===== src/rtl/uart_pkg.sv =====
// Shared UART encodings: parity modes and receiver/transmitter state names.
package uart_pkg;

    typedef enum logic [1:0] {
        PAR_NONE = 2'd0,
        PAR_EVEN = 2'd1,
        PAR_ODD  = 2'd2
    } parity_mode_e;

    typedef enum logic [2:0] {
        ST_IDLE,
        ST_START,
        ST_DATA,
        ST_PARITY,
        ST_STOP,
        ST_BREAK
    } uart_state_e;

    function automatic logic majority3(input logic a, input logic b, input logic c);
        return (a & b) | (a & c) | (b & c);
    endfunction

endpackage


===== src/rtl/uart_rx_sampler.sv =====
// Serial line synchronizer, falling-edge detect and three-sample majority voter.
module uart_rx_sampler
    import uart_pkg::*;
(
    input  logic bit_clk,
    input  logic reset,
    input  logic din,
    input  logic sample_en,
    output logic din_sync,
    output logic fall,
    output logic vote
);

    logic [1:0] sync_q;
    logic       sync_prev;
    logic [1:0] samples;

    // Everything resets high so leaving reset looks like an idle line.
    always_ff @(posedge bit_clk) begin
        if (reset) begin
            sync_q    <= '1;
            sync_prev <= 1'b1;
            samples   <= '1;
        end else begin
            sync_q    <= {sync_q[0], din};
            sync_prev <= sync_q[1];
            if (sample_en)
                samples <= {samples[0], sync_q[1]};
        end
    end

    assign din_sync = sync_q[1];
    assign fall     = sync_prev & ~sync_q[1];
    // Third vote is the live sample at the decision tick.
    assign vote     = majority3(samples[1], samples[0], sync_q[1]);

endmodule


===== src/rtl/uart_rx_recv_logic.sv =====
// UART receiver: frame FSM, tick/bit counters and data shift register.
module uart_rx_recv_logic
    import uart_pkg::*;
#(
    parameter int DATA_FRAME_WIDTH = 8,
    parameter int PARITY           = 0,
    parameter int OVERSAMPLE       = 8
) (
    input  logic                        bit_clk,
    input  logic                        reset,
    input  logic                        uart_rx_din,
    output logic [0:DATA_FRAME_WIDTH-1] uart_rx_dout,
    output logic                        uart_rx_valid,
    output logic                        uart_rx_parity_err,
    output logic                        uart_rx_frame_err,
    output logic                        uart_rx_busy
);

    localparam int CNT_W = $clog2(OVERSAMPLE);
    localparam int IDX_W = (DATA_FRAME_WIDTH > 1) ? $clog2(DATA_FRAME_WIDTH) : 1;

    localparam logic [CNT_W-1:0] TICK_S0   = CNT_W'(OVERSAMPLE / 2 - 1);
    localparam logic [CNT_W-1:0] TICK_S1   = CNT_W'(OVERSAMPLE / 2);
    localparam logic [CNT_W-1:0] TICK_DEC  = CNT_W'(OVERSAMPLE / 2 + 1);
    localparam logic [CNT_W-1:0] TICK_LAST = CNT_W'(OVERSAMPLE - 1);
    localparam logic [IDX_W-1:0] IDX_LAST  = IDX_W'(DATA_FRAME_WIDTH - 1);

    uart_state_e state, state_next;

    logic [CNT_W-1:0]            cnt;
    logic [IDX_W-1:0]            bit_idx;
    logic [0:DATA_FRAME_WIDTH-1] data_sr;
    logic                        parity_bit;
    logic                        din_sync, fall, vote, sample_en;
    logic                        decide, at_last;
    logic                        par_exp, par_err_next;

    assign decide    = (cnt == TICK_DEC);
    assign at_last   = (cnt == TICK_LAST);
    assign sample_en = (state != ST_IDLE) && (state != ST_BREAK) &&
                       ((cnt == TICK_S0) || (cnt == TICK_S1));

    uart_rx_sampler u_sampler (
        .bit_clk   (bit_clk),
        .reset     (reset),
        .din       (uart_rx_din),
        .sample_en (sample_en),
        .din_sync  (din_sync),
        .fall      (fall),
        .vote      (vote)
    );

    assign par_exp      = (PARITY == int'(PAR_ODD)) ? ~(^data_sr) : ^data_sr;
    assign par_err_next = (PARITY != int'(PAR_NONE)) && (parity_bit != par_exp);

    always_comb begin
        state_next = state;
        case (state)
            ST_IDLE:   if (fall) state_next = ST_START;
            ST_START: begin
                if (decide && vote)
                    state_next = ST_IDLE;
                else if (at_last)
                    state_next = ST_DATA;
            end
            ST_DATA: begin
                if (at_last && (bit_idx == IDX_LAST))
                    state_next = (PARITY != int'(PAR_NONE)) ? ST_PARITY : ST_STOP;
            end
            ST_PARITY: if (at_last) state_next = ST_STOP;
            // Leave STOP mid-bit so a start edge right at the bit boundary is caught.
            ST_STOP:   if (decide) state_next = vote ? ST_IDLE : ST_BREAK;
            ST_BREAK:  if (din_sync) state_next = ST_IDLE;
            default:   state_next = ST_IDLE;
        endcase
    end

    always_ff @(posedge bit_clk) begin
        if (reset) begin
            state              <= ST_IDLE;
            cnt                <= '0;
            bit_idx            <= '0;
            data_sr            <= '0;
            parity_bit         <= 1'b0;
            uart_rx_dout       <= '0;
            uart_rx_valid      <= 1'b0;
            uart_rx_parity_err <= 1'b0;
            uart_rx_frame_err  <= 1'b0;
        end else begin
            state         <= state_next;
            uart_rx_valid <= 1'b0;

            if ((state == ST_IDLE) || (state == ST_BREAK) || at_last)
                cnt <= '0;
            else
                cnt <= cnt + CNT_W'(1);

            if (state == ST_DATA) begin
                if (decide)
                    data_sr[bit_idx] <= vote;
                if (at_last)
                    bit_idx <= (bit_idx == IDX_LAST) ? '0 : bit_idx + IDX_W'(1);
            end

            if ((state == ST_PARITY) && decide)
                parity_bit <= vote;

            if ((state == ST_STOP) && decide) begin
                uart_rx_valid      <= 1'b1;
                uart_rx_dout       <= data_sr;
                uart_rx_parity_err <= par_err_next;
                uart_rx_frame_err  <= ~vote;
            end
        end
    end

    assign uart_rx_busy = (state != ST_IDLE);

endmodule


===== config.mk =====
export PLATFORM = sky130hd
export DESIGN_NAME = uart_rx_recv_logic
export DESIGN_NICKNAME = d
export VERILOG_FILES = /design/src/rtl/uart_pkg.sv /design/src/rtl/uart_rx_sampler.sv /design/src/rtl/uart_rx_recv_logic.sv
export SDC_FILE = /design/constraint.sdc
export NUM_CORES = 1
export LEC_CHECK = 0
export ABC_CLOCK_PERIOD_IN_PS = 2220
export BUFFER_PORTS_ARGS = -buffer_cell sky130_fd_sc_hd__buf_4
export CORE_ASPECT_RATIO = 0.8
export CORE_UTILIZATION = 50
export CTS_BUF_LIST = sky130_fd_sc_hd__clkbuf_4
export DETAILED_ROUTE_END_ITERATION = 7
export PLACE_DENSITY = 0.69
export SYNTH_ARGS = -nofsm -noshare
export SYNTH_HDL_FRONTEND = slang
export SYNTH_SLANG_ARGS = --single-unit
export TNS_END_PERCENT = 20

===== constraint.sdc =====
create_clock -name bit_clk -period 2.22 [get_ports bit_clk]
set_input_delay 0.444 -clock bit_clk [delete_from_list [all_inputs] [get_ports bit_clk]]
set_output_delay 0.444 -clock bit_clk [all_outputs]
set_load 0.05 [all_outputs]

Word level (Yosys, flattened, before mapping)
Cells that the tools add are included.
{"block": "classes", "order_cmp": 2, "muxes": 14, "n_reduce_logical": 15, "eq_ne": 17, "add_sub_neg": 2, "n_bitwise": 9}
{"cell": "3-bit two-way mux", "count": 9}
{"cell": "3-bit == test (second input constant)", "count": 6}
{"cell": "3-bit case mux with 6 select lines", "count": 1}
{"cell": "3-bit by 2-bit == test with 1-bit output (second input constant)", "count": 3}
{"cell": "8-bit bitwise mux", "count": 1}
{"cell": "2-bit inequality test (second input constant)", "count": 4}
{"cell": "3-bit by 1-bit adder with 3-bit output (second input constant)", "count": 2}
{"cell": "1-bit logical AND", "count": 6}
{"cell": "3-bit inequality test (second input constant)", "count": 2}
{"cell": "6-bit AND reduction", "count": 1}
{"cell": "1-bit AND", "count": 4}
{"cell": "4-bit >= comparator (second input constant)", "count": 1}
{"cell": "4-bit by 1-bit less-than comparator with 1-bit output (second input constant)", "count": 1}
{"cell": "3-bit NOT with 4-bit output", "count": 1}
{"cell": "2-bit AND reduction", "count": 2}
{"cell": "1-bit demux with 3-bit select", "count": 1}
{"cell": "3-bit by 1-bit == test with 1-bit output (second input constant)", "count": 1}
{"cell": "3-bit logical NOT", "count": 1}
{"cell": "1-bit logical OR", "count": 3}
{"cell": "3-bit nonzero test", "count": 1}
{"cell": "1-bit two-way mux", "count": 2}
{"cell": "2-bit by 1-bit inequality test with 1-bit output (second input constant)", "count": 1}
{"cell": "1-bit NOT", "count": 2}
{"cell": "1-bit bitwise OR", "count": 2}
{"cell": "2-bit OR reduction", "count": 1}
{"block": "totals", "output_inout_bits": 12, "in_bits": 3, "register_bits": 32}

Logic depth before layout (Yosys ltp)
{"block": "depth", "depth_word": 6, "depth_mapped": 7}

Hierarchy
Synthesis repeated with hierarchy kept, for this count alone.
{"block": "unflattened", "hier_cells": 154, "area_unflattened_um2": 1440.1}
{"module": "uart_rx_recv_logic", "area_per_inst_um2": 1273.7, "cells_each": 140, "n_inst": 1}
{"module": "uart_rx_sampler", "area_per_inst_um2": 166.4, "cells_each": 14, "n_inst": 1}

Worst setup path before layout
No wires, ideal clock.
{"block": "synth_path", "path_kind": "flip-flop to flip-flop", "startpoint": "register cnt[0]", "endpoint": "register state[0]", "arrival_ns": 1.677, "required_ns": 2.150, "path_stages_with_launch": 8, "synth_period_minus_slack_ns": 1.747, "slack_ns": 0.473, "path_cell_list": "dfxtp_1 ha_1 ha_1 nand2_1 a32oi_1 o211ai_2 a2111o_1 a21oi_1"}
{"block": "synth_via", "elab_chain_len": 4, "word_cells_on_any_way": 11, "cone_classes": "eq/ne (6); mux (2); reduce/logical (3)"}
{"item": "start, declared", "line": "uart_rx_recv_logic.sv:30", "rtl": "logic [CNT_W-1:0] cnt;"}
{"item": "start signal, assigned", "line": "uart_rx_recv_logic.sv:96", "rtl": "cnt <= cnt + CNT_W'(1);"}
{"item": "3-bit == test (on tied branches)", "line": "uart_rx_recv_logic.sv:38, uart_rx_recv_logic.sv:39"}
{"item": "1-bit logical AND (on tied branches)", "line": "uart_rx_recv_logic.sv:61, uart_rx_recv_logic.sv:67"}
{"item": "3-bit inequality test (no line) (tied with other cells)"}
{"item": "6-bit AND reduction (no line) or 3-bit case mux with 6 select lines (tied branches)"}
{"item": "end signal, assigned", "line": "uart_rx_recv_logic.sv:90", "rtl": "state <= state_next;"}
{"item": "end, declared", "line": "uart_rx_recv_logic.sv:28", "rtl": "uart_state_e state, state_next;"}
Several ways; a longest one is shown, not always the timed one.
A chain may end at the register's enable or synchronous reset.

Worst setup path after layout
{"block": "layout_path", "startpoint": "register bit_idx[1]", "endpoint": "register state[0]"}
{"block": "layout_via", "elab_chain_len": 4}
{"item": "start, declared", "line": "uart_rx_recv_logic.sv:31", "rtl": "logic [IDX_W-1:0] bit_idx;"}
{"item": "start signal, assigned", "line": "uart_rx_recv_logic.sv:102", "rtl": "bit_idx <= (bit_idx == IDX_LAST) ? '0 : bit_idx + IDX_W'(1);"}
{"item": "3-bit == test", "line": "uart_rx_recv_logic.sv:67", "rtl": "if (at_last && (bit_idx == IDX_LAST))"}
{"item": "1-bit logical AND", "line": "uart_rx_recv_logic.sv:67"}
{"item": "2-bit inequality test (no line)"}
{"item": "6-bit AND reduction (no line)"}
No other way between the ends.

==> results.md <==
* Final clock skew at about 7.5 ps
* Largest net degree at the start of global routing at 31
* Die height at 50.1 um
* Mapped Cells at 151
* Reg2reg setup slack at around 250 ps
* Achievable clock frequency at around 500 MHz
* Ant. Diodes at 0
* Hold Startpoint: uart_rx_din
* Crit path cell chain: ha_1 > ha_1 > nand2_1 > a32oi_1 > o211ai_2 > a2111o_1 > a21oi_1
* Area grow syn2layout at 12.7%
* Post-synthesis average cell area at 9.56 um2
* Worst-path clk slew at approximately 100 ps
* DIE WIDTH at 62.1 um
* Top sig layer: met4
* Crit-path max FO at 10
* #FFs+latches synth at 32
* Starting Density at 0.526
* Final period utilization at 0.886
* Setup Buffers After CTS at 0
* Slowest cell on the critical path: dfxtp_1
* Nets at about 170
* Synth top area cells: dfxtp_1 44%, mux2i_1 14%, nor2_1 6.8%
* CP endpoint kind: flip-flop
* # DRC at 0
* Most frequent CP cell: ha_1
* Post-Syn Nets at 160
* Core Rows at 17
* Most frequent cell after synthesis: dfxtp_1
* Share of cells above drive strength 1 at 0.213
* Fin util at 0.593
* Critical Path AT at 2230 ps
* Worst Path Required at approximately 2500 ps
* Mapped Area at 1440 um2
* Ports at 15
* GRT Overall Usage at 0.176
* Pre-antenna DRT Iters at 4
* Synth Warn # at 0
* Initial antenna violation count at 0
* Library cells used by synthesis at 37
* Sequential share of the synthesized area at 0.444
* Inst Count DP at 194
* Post-route ant nets at 0
* Via count at 1021
* M1 WL at ~1.2 mm
* Synth async-reset ratio at 0
* Vias per Instance at about 5
* Pwr dens at 804 nW/um2
* Largest area contributor in the netlist: dfxtp_1
* Startpoint Class: flip-flop
* # setup viols final at 0
* Leak at approximately 0.73 nW
* Max incr delay on CP at about 500 ps
* First-pass GRT wire length at between 3 and 4 mm
* RSZ-0062 raised after global routing: false
* CTS tree: built
* # resized after CTS at 0
* Max_cap viols at 0
* Total power draw at about 0.0013 W
* Final Hold Viols at 0
* FILL cells at ~250
* Die area at 3110 um2
* Initial drt markers at 35
* Clk_lat worst skew at 330 ps
* Fin crit period at 1970 ps
* Synth top area share at 0.444
* Via count of the first global-routing pass at around 930
* CTS H-Tree Depth at 2
* Core area at around 2700 um2
* Hold Crit Depth at 2
* Worst Hold Class: input port to flip-flop
* Synth cell count leaders: 32 x dfxtp_1, 26 x nor2_1, 20 x mux2i_1, 10 x nand2_1
* Total negative setup slack at 0 ps
* Slew Viols, Final at 0
* CTS Buf Count at 5
* Crit path kind: flip-flop to flip-flop
* Ys flop type: dfxtp_1
* Final WL at between 2 and 2.5 mm
* Hold_buf cts at 0
* Wire length on met3 at approximately 85 um
* Post-DP HPWL at ~1.6 mm
* GP Congestion at between 0.7 and 0.8
* Peak VDD IR at ~0.43 mV
* Outcome: finished clean
* Max Root-Sink Buffers at 2
* RR Startpoint: bit_idx[1]
* Path depth of the worst reg2reg path at 7
* Clock root cell: clkbuf_4
* Grt ovf at 0
* WL met2 at between 1 and 1.5 mm
* EDFF count, synth at 0
* PortBufs at 13
* WHS Endpoint: u_sampler.sync_q[0]
* Fin cells at roughly 200
* R2r endpoint: state[0]
* WL/cell at 11.8 um
* Sink Count at 32
==> power by group <==
group          switching [W]  internal, W  total (W)
clock               0.000192     0.000248   0.000440
sequential         0.0000339     0.000595   0.000629
combinational       0.000141    0.0000996   0.000241
==> cells by family after synthesis <==
logic type	count (synthesis)	share of synthesized area
compound gates	14	0.0711
buf+inv	14	0.0520
mux	20	0.139
flops	32	0.444
simple gates	63	0.233
fa+ha+maj	7	0.0589
other cells	1	0.00260
==> registers in the layout (all words and copies together), names as in the netlist <==
name	flops
uart_rx_dout	8
u_sampler.sync_q	2
uart_rx_frame_err	1
state	3
cnt	3
bit_idx	3
uart_rx_valid	1
data_sr	8
u_sampler.samples	2
u_sampler.sync_prev	1
==> per-layer routing <==
metal / up-vias / track usage
met5: - / 0
met4: 0 / 0.0815
met3: 7 / 0.0630
met2: 14 / 0.250
met1: 464 / 0.234
li1: 536 / -
==> worst max-delay path by stage <==
stage               startpoint  endpoint  slack, ps
floorplan               cnt[0]  state[0]        470
detailed placement  bit_idx[1]  state[0]        280
global placement    bit_idx[1]  state[0]        350
finish              bit_idx[1]  state[0]        250
global route        bit_idx[1]  state[0]        110
CTS                 bit_idx[1]  state[0]        250
==> area by class of cell <==
| cell class | instances | area, um2 | share of cell area |
|---|---|---|---|
| multi-input cells | 105 | 728 | 0.447 |
| flip-flops and latches | 32 | 641 | 0.394 |
| repair buffers | 16 | 120 | 0.0738 |
| well taps | 38 | 47.5 | 0.0292 |
| clock buffers | 6 | 45.0 | 0.0277 |
| clock inverters | 2 | 35.0 | 0.0215 |
| inverters | 3 | 11.3 | 0.00692 |
==> cell usage in the layout (no fill, tap or decap), drive strengths merged, types with 2 or more instances in the layout <==
cell type and instances:
a21oi 6, and2 2, buf 16, clkbuf 6, dfxtp 32, ha 6, inv 3, mux2i 20
nand2 10, nand3 2, nand3b 2, nor2 26, nor3 4, nor3b 4, or2 5
==> per-stage QoR <==
step	hold WS [ps]	setup slack (ps)	instance area (um2)
after CTS	286	250	1630
after floorplan	389	473	1440
final	292	253	1630
after global routing	259	110	1630
after detailed placement	402	275	1550
after global placement	396	352	1550
==> worst max-delay path, delay by kind of cell (launching register included) <==
family                     cells  cell delay [ps]
and+or+nand+nor                1               60
adders and majority gates      2              390
DFF                            1              500
AOI/OAI and AO/OA              4              940
(Power assumes the default switching activity.)
